<file path="src/rtl/elevator_ctrl.sv">
// Single-car elevator controller: latches floor calls, moves one floor per
// MOVE_TICKS slow ticks, holds the door for DOOR_TICKS ticks.
module elevator_ctrl #(
  parameter int NUM_FLOORS = 4,
  parameter int MOVE_TICKS = 3,
  parameter int DOOR_TICKS = 6,
  localparam int FW = (NUM_FLOORS > 1) ? $clog2(NUM_FLOORS) : 1,
  localparam int CW = $clog2(((MOVE_TICKS > DOOR_TICKS) ? MOVE_TICKS : DOOR_TICKS) + 1)
) (
  input  logic                  clk,
  input  logic                  rst,
  input  logic                  clk_slow,
  input  logic [NUM_FLOORS-1:0] req,
  output logic [FW-1:0]         floor,
  output logic [NUM_FLOORS-1:0] pending,
  output logic                  moving_up,
  output logic                  moving_down,
  output logic                  door_open,
  output logic [1:0]            state
);

  typedef enum logic [1:0] {
    S_IDLE      = 2'd0,
    S_MOVE_UP   = 2'd1,
    S_MOVE_DOWN = 2'd2,
    S_DOOR_OPEN = 2'd3
  } state_e;

  state_e                  state_q, state_d;
  logic [FW-1:0]           floor_q, floor_d;
  logic [NUM_FLOORS-1:0]   pending_q, pending_d;
  logic                    last_dir_q, last_dir_d;
  logic [CW-1:0]           move_cnt_q, move_cnt_d;
  logic [CW-1:0]           door_cnt_q, door_cnt_d;

  logic                    sync1_q, sync2_q, prev_q, tick_q;
  logic [1:0]              warm_q;

  logic [NUM_FLOORS-1:0]   pend_eff, clr;
  logic [FW-1:0]           floor_up, floor_dn;

  function automatic logic has_above(input logic [NUM_FLOORS-1:0] p, input logic [FW-1:0] f);
    logic r;
    r = 1'b0;
    for (int i = 0; i < NUM_FLOORS; i++) if (i > int'(f) && p[i]) r = 1'b1;
    return r;
  endfunction

  function automatic logic has_below(input logic [NUM_FLOORS-1:0] p, input logic [FW-1:0] f);
    logic r;
    r = 1'b0;
    for (int i = 0; i < NUM_FLOORS; i++) if (i < int'(f) && p[i]) r = 1'b1;
    return r;
  endfunction

  // Edge history is held at 1 until the synchronizer has refilled after reset,
  // so a clk_slow that is already high at release does not produce a tick.
  always_ff @(posedge clk or posedge rst) begin
    if (rst) begin
      sync1_q <= 1'b0;
      sync2_q <= 1'b0;
      prev_q  <= 1'b1;
      warm_q  <= 2'b00;
      tick_q  <= 1'b0;
    end else begin
      sync1_q <= clk_slow;
      sync2_q <= sync1_q;
      warm_q  <= {warm_q[0], 1'b1};
      prev_q  <= warm_q[1] ? sync2_q : 1'b1;
      tick_q  <= sync2_q & ~prev_q;
    end
  end

  always_ff @(posedge clk or posedge rst) begin
    if (rst) begin
      state_q    <= S_IDLE;
      floor_q    <= '0;
      pending_q  <= '0;
      last_dir_q <= 1'b1;
      move_cnt_q <= '0;
      door_cnt_q <= '0;
    end else begin
      state_q    <= state_d;
      floor_q    <= floor_d;
      pending_q  <= pending_d;
      last_dir_q <= last_dir_d;
      move_cnt_q <= move_cnt_d;
      door_cnt_q <= door_cnt_d;
    end
  end

  always_comb begin
    pend_eff   = pending_q | req;
    clr        = '0;
    floor_up   = floor_q + FW'(1);
    floor_dn   = floor_q - FW'(1);
    state_d    = state_q;
    floor_d    = floor_q;
    last_dir_d = last_dir_q;
    move_cnt_d = move_cnt_q;
    door_cnt_d = door_cnt_q;
    unique case (state_q)
      S_IDLE: begin
        if (pend_eff[floor_q]) begin
          clr[floor_q] = 1'b1;
          state_d      = S_DOOR_OPEN;
          door_cnt_d   = '0;
        end else if (has_above(pend_eff, floor_q) &&
                     (last_dir_q || !has_below(pend_eff, floor_q))) begin
          state_d    = S_MOVE_UP;
          last_dir_d = 1'b1;
          move_cnt_d = '0;
        end else if (has_below(pend_eff, floor_q)) begin
          state_d    = S_MOVE_DOWN;
          last_dir_d = 1'b0;
          move_cnt_d = '0;
        end
      end
      S_MOVE_UP, S_MOVE_DOWN: begin
        if (tick_q) begin
          if (move_cnt_q == CW'(MOVE_TICKS - 1)) begin
            move_cnt_d = '0;
            floor_d    = (state_q == S_MOVE_UP) ? floor_up : floor_dn;
            if (pend_eff[floor_d]) begin
              clr[floor_d] = 1'b1;
              state_d      = S_DOOR_OPEN;
              door_cnt_d   = '0;
            end else if (state_q == S_MOVE_UP ? !has_above(pend_eff, floor_d)
                                              : !has_below(pend_eff, floor_d)) begin
              state_d = S_IDLE;
            end
          end else begin
            move_cnt_d = move_cnt_q + CW'(1);
          end
        end
      end
      S_DOOR_OPEN: begin
        // A call for this floor while the door is open is absorbed and holds it open.
        clr[floor_q] = 1'b1;
        if (pend_eff[floor_q]) begin
          door_cnt_d = '0;
        end else if (tick_q) begin
          if (door_cnt_q == CW'(DOOR_TICKS - 1)) begin
            state_d    = S_IDLE;
            door_cnt_d = '0;
          end else begin
            door_cnt_d = door_cnt_q + CW'(1);
          end
        end
      end
      default: state_d = S_IDLE;
    endcase
    pending_d = pend_eff & ~clr;
  end

  always_comb begin
    floor       = floor_q;
    pending     = pending_q;
    state       = state_q;
    moving_up   = (state_q == S_MOVE_UP);
    moving_down = (state_q == S_MOVE_DOWN);
    door_open   = (state_q == S_DOOR_OPEN);
  end

endmodule

</file>
<file path="config.mk">
export PLATFORM = sky130hd
export DESIGN_NAME = elevator_ctrl
export DESIGN_NICKNAME = d
export VERILOG_FILES = /design/src/rtl/elevator_ctrl.sv
export SDC_FILE = /design/constraint.sdc
export NUM_CORES = 1
export LEC_CHECK = 0
export BUFFER_PORTS_ARGS = -buffer_cell sky130_fd_sc_hd__buf_2
export CAP_MARGIN = 20
export CORE_MARGIN = 8
export CORE_UTILIZATION = 45
export CTS_CLUSTER_DIAMETER = 100
export DETAILED_ROUTE_END_ITERATION = 16
export GPL_ROUTABILITY_DRIVEN = 0
export GPL_TIMING_DRIVEN = 0
export PLACE_DENSITY_LB_ADDON = 0.15
export SLEW_MARGIN = 0
export SYNTH_ARGS = -nofsm -noshare
export SYNTH_HDL_FRONTEND = slang
export SYNTH_SLANG_ARGS = --single-unit
</file>
<file path="constraint.sdc">
create_clock -name clk -period 3.4 [get_ports clk]
set_clock_uncertainty 0.2 [all_clocks]
set_input_delay 0.51 -clock clk [delete_from_list [all_inputs] [get_ports clk]]
set_output_delay 0.51 -clock clk [all_outputs]
set_load 0.05 [all_outputs]
</file>
# Yosys cells after proc, flatten, opt, wreduce, memory -nomap -nowiden
# Cells that the tools add are included.
[totals]
regBits = 21
input_bits = 7
[op_classes]
n_addsub = 4
magnitude_cmp = 16
eq_ne = 17
mux = 70
n_bitwise = 6
reduce_logical = 28
[op_table]
columns = ["operator", "n"]
rows = [
  ["2-to-1 mux 3 bit", 12],
  ["2-to-1 mux 1 bit", 35],
  ["2-to-1 mux 2 bit", 11],
  ["2-to-1 mux 4 bit", 4],
  ["logical AND 1 bit", 15],
  ["inequality test 2 bit, second input constant", 6],
  ["case mux 4 bit (3 select lines)", 1],
  ["case mux 3 bit (3 select lines)", 1],
  ["greater-than comparator 2 bit, first input constant", 4],
  ["less-than comparator 1 x 2 -> 1 bit, first input constant", 4],
  ["AND reduction 7 bit", 1],
  ["adder 3 x 1 -> 3 bit, second input constant", 2],
  ["less-than comparator 2 x 3 -> 1 bit, second input constant", 2],
  ["inequality test 3 bit, second input constant", 2],
  ["case mux 2 bit (3 select lines)", 1],
  ["case mux 3 bit (2 select lines)", 1],
  ["AND reduction 3 bit", 2],
  ["AND reduction 5 bit", 1],
  ["AND 4 bit", 1],
  ["binary-select mux 1 bit (select 2 bit)", 2],
  ["demux 1 bit (select 2 bit)", 2],
  ["equality test 2 bit, second input constant", 2],
  [">= comparator 2 x 1 -> 1 bit, second input constant", 2],
  ["greater-than comparator 1 x 2 -> 1 bit, first input constant", 2],
  ["other kinds (19)", 25],
]

# Longest topological paths before layout
[depth]
word_depth = 18
ltp_mapped = 9
mapped_depth_nobuf = 8

# Worst setup path before layout
# Ideal clock, no wire load.
[synth_path]
path_kind = "reg-to-reg"
startpoint = "register state_q[1], in the netlist state[1]"
endpoint = "register door_cnt_q[1]"
setup_ps = 125
t_arrival_ps = 2726
path_slack_ps = 349
path_stages_with_launch = 9
path_buffers = 1
cell_sequence = "dfrtp_1 > inv_1 > ha_1 > clkbuf_1 > xnor2_1 > mux4_2 > o21a_1 > o21bai_1 > mux2_2"
[synth_via]
elab_chain_len = 6
elab_cells_between_ends = 15
cone_classes = "eq/ne (8); mux (4); reduce/logical (3)"
[synth_rtl]
columns = ["element", "line", "rtl"]
rows = [
  ["from (decl)", "29", "state_e state_q, state_d;"],
  ["from (signal assigned)", "83", "state_q <= state_d;"],
  ["equality test 2 x 1 -> 1 bit *", "n/a", ""],
  ["via moving_up", "16", "output logic moving_up,"],
  ["2-to-1 mux 2 bit", "123", "floor_d = (state_q == S_MOVE_UP) ? floor_up : floor_dn;"],
  ["binary-select mux 1 bit (select 2 bit)", "124", "if (pend_eff[floor_d]) begin"],
  ["2-to-1 mux 1 bit (implied by the code)", "124", ""],
  ["inequality test 2 bit (no source line)", "n/a", ""],
  ["AND reduction 5 bit (no source line)", "n/a", ""],
  ["to (signal assigned)", "88", "door_cnt_q <= door_cnt_d;"],
  ["to (decl)", "34", "logic [CW-1:0] door_cnt_q, door_cnt_d;"],
]
# The timed path passes the listed nets; every way through them passes the cells marked *. The select of a mux whose other input is x is not followed.
# A chain may end at the register's enable or synchronous reset.

# Worst setup path after layout
[layout_path]
startpoint = "register floor_q[0], in the netlist floor[0]"
endpoint = "register pending_q[0], in the netlist pending[0]"
[layout_via]
elab_chain_len = 12
elab_cells_between_ends = 24
cone_classes = "add/sub (2); order compare (4); mux (14); bitwise (2); reduce/logical (2)"
[layout_rtl]
columns = ["element", "line", "rtl"]
rows = [
  ["from (decl)", "30", "logic [FW-1:0] floor_q, floor_d;"],
  ["from (signal assigned)", "84", "floor_q <= floor_d;"],
  ["subtractor 2 x 1 -> 2 bit / adder 2 x 1 -> 2 bit (equally long branches)", "96, 95", ""],
  ["2-to-1 mux 2 bit", "123", ""],
  ["less-than comparator 2 x 3 -> 1 bit (implied by the code) / >= comparator 2 x 1 -> 1 bit (equally long branches)", "125", "clr[floor_d] = 1'b1;"],
  ["logical AND 1 bit (implied by the code)", "125", ""],
  ["2-to-1 mux 1 bit (implied by the code)", "125", ""],
  ["demux 1 bit (select 2 bit)", "125", ""],
  ["2-to-1 mux 4 bit", "124", ""],
  ["2-to-1 mux 4 bit", "121", "if (move_cnt_q == CW'(MOVE_TICKS - 1)) begin"],
  ["2-to-1 mux 4 bit", "120", "if (tick_q) begin"],
  ["case mux 4 bit (3 select lines) *", "102", "unique case (state_q)"],
  ["inverter 4 bit *", "153", "pending_d = pend_eff & ~clr;"],
  ["AND 4 bit *", "153", ""],
  ["via pending_d[0]", "31", "logic [NUM_FLOORS-1:0] pending_q, pending_d;"],
  ["to (signal assigned)", "85", "pending_q <= pending_d;"],
  ["to (decl)", "31", ""],
]
# Marks and branches as above.

==> flow_summary_export.csv <==
group,metric,value,unit
clock_network,tritoncts,"built",
floorplan,std_cell_rows,19,
placed_design,placement.io_buffers,17,
power_and_ir_drop,totalPowerFinal,1.34,mW
layout,fillerInstances,260,
power_and_ir_drop,p_sw_share,54.1,%
power_and_ir_drop,net_switching_power,0.724,mW
critical_path,critical_path.endpoint_type,"flop",
min_path,startpoint_of_the_most_critical_hold_path,"clk_slow",
detailed_routing,detail_route.drc_violations,0,
clock_network,postCtsHoldBufs,0,
timing,report.final.setup_viol,0,
clock_network,postCtsResizedCells,0,
floorplan,core_area,2780,um2
critical_path,crit_path_start_kind,"flop",
clock_network,clock_root_buffer,"clkbuf_4",
synthesis,synth_flop_cell,"dfrtp_1",
global_route,grt_pass1_vias,1100,
detailed_routing,route.antenna.remaining_nets,0,
layout,syn2layout_area_growth,11.4,%
timing,finalHoldViolations,0,
layout,layout.cells.most_common,"dfrtp_1",
floorplan,start_util,47.8,%
clock_network,tritoncts.num_buffers,3,
critical_path,worstPathMaxFanout,9,
floorplan,floorplan.die_area,4950,um2
synthesis,synth_enable_flop_cells,0,
critical_path,timing.setup.critical_path_class,"reg2reg",
critical_path,critical_path_required,3400,ps
timing,clock.fmax,319,MHz
floorplan,die_height,70.4,um
global_route,global_route.overflow_total,0,
floorplan,boundaryPins,18,
power_and_ir_drop,p_leak,0.637,nW
layout,insertedDiodeCount,0,
job,max_cap_viols,0,
placed_design,dpl.hpwl,2220,um
timing,period_share,92.2,%
placed_design,dpl_cell_area,1450,um2
power_and_ir_drop,seq_power_share,26.2,%
synthesis,syn_avg_cell_area,9.50,um2
synthesis,ys_ff_latch,21,
synthesis,seq_area_frac_synth,39.7,%
timing,timing_worst_slew_pin_value,813,ps
global_route,grtUsageTotal,11.5,%
global_route,grt_antenna_before_repair,0,
layout,multi_input_comb_area,733,um2
synthesis,async_reset_ff_share,100,%
synthesis,synthCells,140,
layout,final-seq-area,528,um2
synthesis,mappedNetlistNets,155,
global_route,wire_length_of_the_first_global_routing_pass,4890,um
power_and_ir_drop,ir_worst_vdd,0.000594,V
layout,design_area,1480,um2
clock_network,clock_path_buffers,2,
timing,setup_repair_after_global_routing_missed_its_margin,"no",
detailed_routing,via_per_inst,5.87,
clock_network,htree_num_levels,1,
min_path,worstHoldPathType,"in2reg",
floorplan,die_x,70.4,um
global_route,grt_start_max_net_pins,22,
detailed_routing,avgRoutedWirePerCell,15.2,um
timing,fin_tns_setup,0,ps
timing,slew_viol_final,0,
power_and_ir_drop,p_int,0.614,mW
critical_path,critical_path_arrival,3130,ps
timing,slew_headroom,45.7,%
detailed_routing,num_vias,1127,
synthesis,post_synth_cell_types,42,
clock_network,postCtsSetupRepairBufs,0,
detailed_routing,detailed_router_iteration_count_before_antenna_repair,4,
clock_network,clock_latency,310,ps
synthesis,synth_warnings,0,
clock_network,cts.sink_count,21,
layout,fraction_of_final_layout_cells_sized_beyond_drive_strength_1,21.1,%
synthesis,mappedNetlistArea,1330,um2
critical_path,rr_startpoint,"floor[0]",
timing,finalCriticalPeriod,3140,ps
power_and_ir_drop,power_frac_comb,64.5,%
clock_network,cts.reportedPaths.clkPinSlew,120,ps
timing,timing.hold.ws,101,ps
critical_path,worst_setup_path_startpoint,"floor[0]",
power_and_ir_drop,clock_power_share,9.3,%
detailed_routing,detailedRoute.firstIterationViolations,80,
layout,design.final.nets,177,
layout,layout_common_cells,"dfrtp_1 (19), buf_2 (18), nor2_1 (14)",
power_and_ir_drop,powerDensity,903,nW/um2
detailed_routing,postRouteWirelength,2910,um
status,status,"finished, final reports clean",
-- Yosys cell counts (2+ instances only) --
| cell | instances | area, um2 |
|---|---|---|
| ha_1 | 8 | 100 |
| o21ai_0 | 7 | 35.0 |
| mux4_2 | 3 | 67.6 |
| o21bai_1 | 2 | 15.0 |
| xnor2_1 | 2 | 17.5 |
| a311oi_1 | 3 | 26.3 |
| o21a_1 | 2 | 15.0 |
| mux2i_1 | 2 | 20.0 |
| nor2b_1 | 3 | 18.8 |
| nand2b_1 | 5 | 31.3 |
| or2_2 | 3 | 18.8 |
| nand2_1 | 12 | 45.0 |
| nand3_1 | 2 | 10.0 |
| inv_1 | 10 | 37.5 |
| a32oi_1 | 2 | 17.5 |
| o31ai_1 | 4 | 30.0 |
| dfrtp_1 | 19 | 475 |
| a21oi_1 | 6 | 30.0 |
| clkbuf_1 | 4 | 15.0 |
| a222oi_1 | 2 | 20.0 |
| nor2_1 | 14 | 52.6 |
| o21ai_1 | 2 | 10.0 |
| dfstp_2 | 2 | 52.6 |
| nand3b_1 | 3 | 22.5 |
-- per-layer routing --
layer | vias up | track usage, % | share of wire [%]
met5 | - | 0 | 0
met4 | 0 | 4.02 | 2.0
met3 | 10 | 3.25 | 4.5
met2 | 27 | 20.3 | 50
met1 | 544 | 12.8 | 44
li1 | 546 | - | -
-- layout make-up --
cell class / count / share of cell area (%)
well taps: 31 / 2.62
clock buffers: 3 / 1.52
flip-flops and latches: 21 / 35.6
plain buffers: 6 / 2.11
inverters: 10 / 2.53
repair buffers: 17 / 5.74
clock inverters: 1 / 0.338
multi-input cells: 103 / 49.5
-- through the flow --
stage / std cells / setup WS (ps) / util [%]
2_1_floorplan: 140 / 349 / -
3_3_place_gp: 188 / 347 / 52.3
3_5_place_dp: 188 / 336 / 52.3
4_1_cts: 192 / 303 / 53.3
5_1_grt: 192 / 54.5 / 53.3
6_report: 192 / 264 / 53.3
-- final timing paths --
check,endpoint,depth (start not counted),slack (ps)
worst max-delay path,pending[0],8,260
worst min-delay path,sync1_q,1,100
worst max register to register,pending[0],8,260
worst min register to register,sync2_q,0,170
max in group asynchronous,sync2_q,2,2360
min in group asynchronous,pending[0],2,140
-- kinds of logic after synthesis --
| group | share of synthesized area, % |
|---|---|
| flops | 39.7 |
| other cells | 0.282 |
| buf+inv | 5.17 |
| compound gates | 21.0 |
| mux | 8.28 |
| xor+xnor | 1.32 |
| simple gates | 16.7 |
| fa+ha+maj | 7.53 |
-- state kept, by name (all words and copies together) (netlist names) --
| name | flops |
|---|---|
| sync2_q | 1 |
| floor | 2 |
| pending | 4 |
| state | 2 |
| door_cnt_q | 3 |
| tick_q | 1 |
| move_cnt_q | 3 |
| prev_q | 1 |
| sync1_q | 1 |
| warm_q | 2 |
| last_dir_q | 1 |
-- critical path: stages (launching register included) --
cell and delay [ps]:
dfrtp_1 420, buf_2 240, inv_1 160, ha_1 370, xnor2_1 500, mux4_2 430, nand3b_1 220, o41ai_1 360
a21oi_1 120
-- power by group through the flow --
| stage | combinational, mW | sequential [mW] | clock [mW] |
|---|---|---|---|
| 2_1_floorplan | 0.563 | 0.471 | 0 |
| 5_1_grt | 0.942 | 0.359 | 0.137 |
| 3_3_place_gp | 0.842 | 0.350 | 0 |
| 3_5_place_dp | 0.858 | 0.357 | 0 |
| 6_report | 0.863 | 0.350 | 0.125 |
| 4_1_cts | 0.863 | 0.351 | 0.127 |
Power figures use the tool's default switching activity.
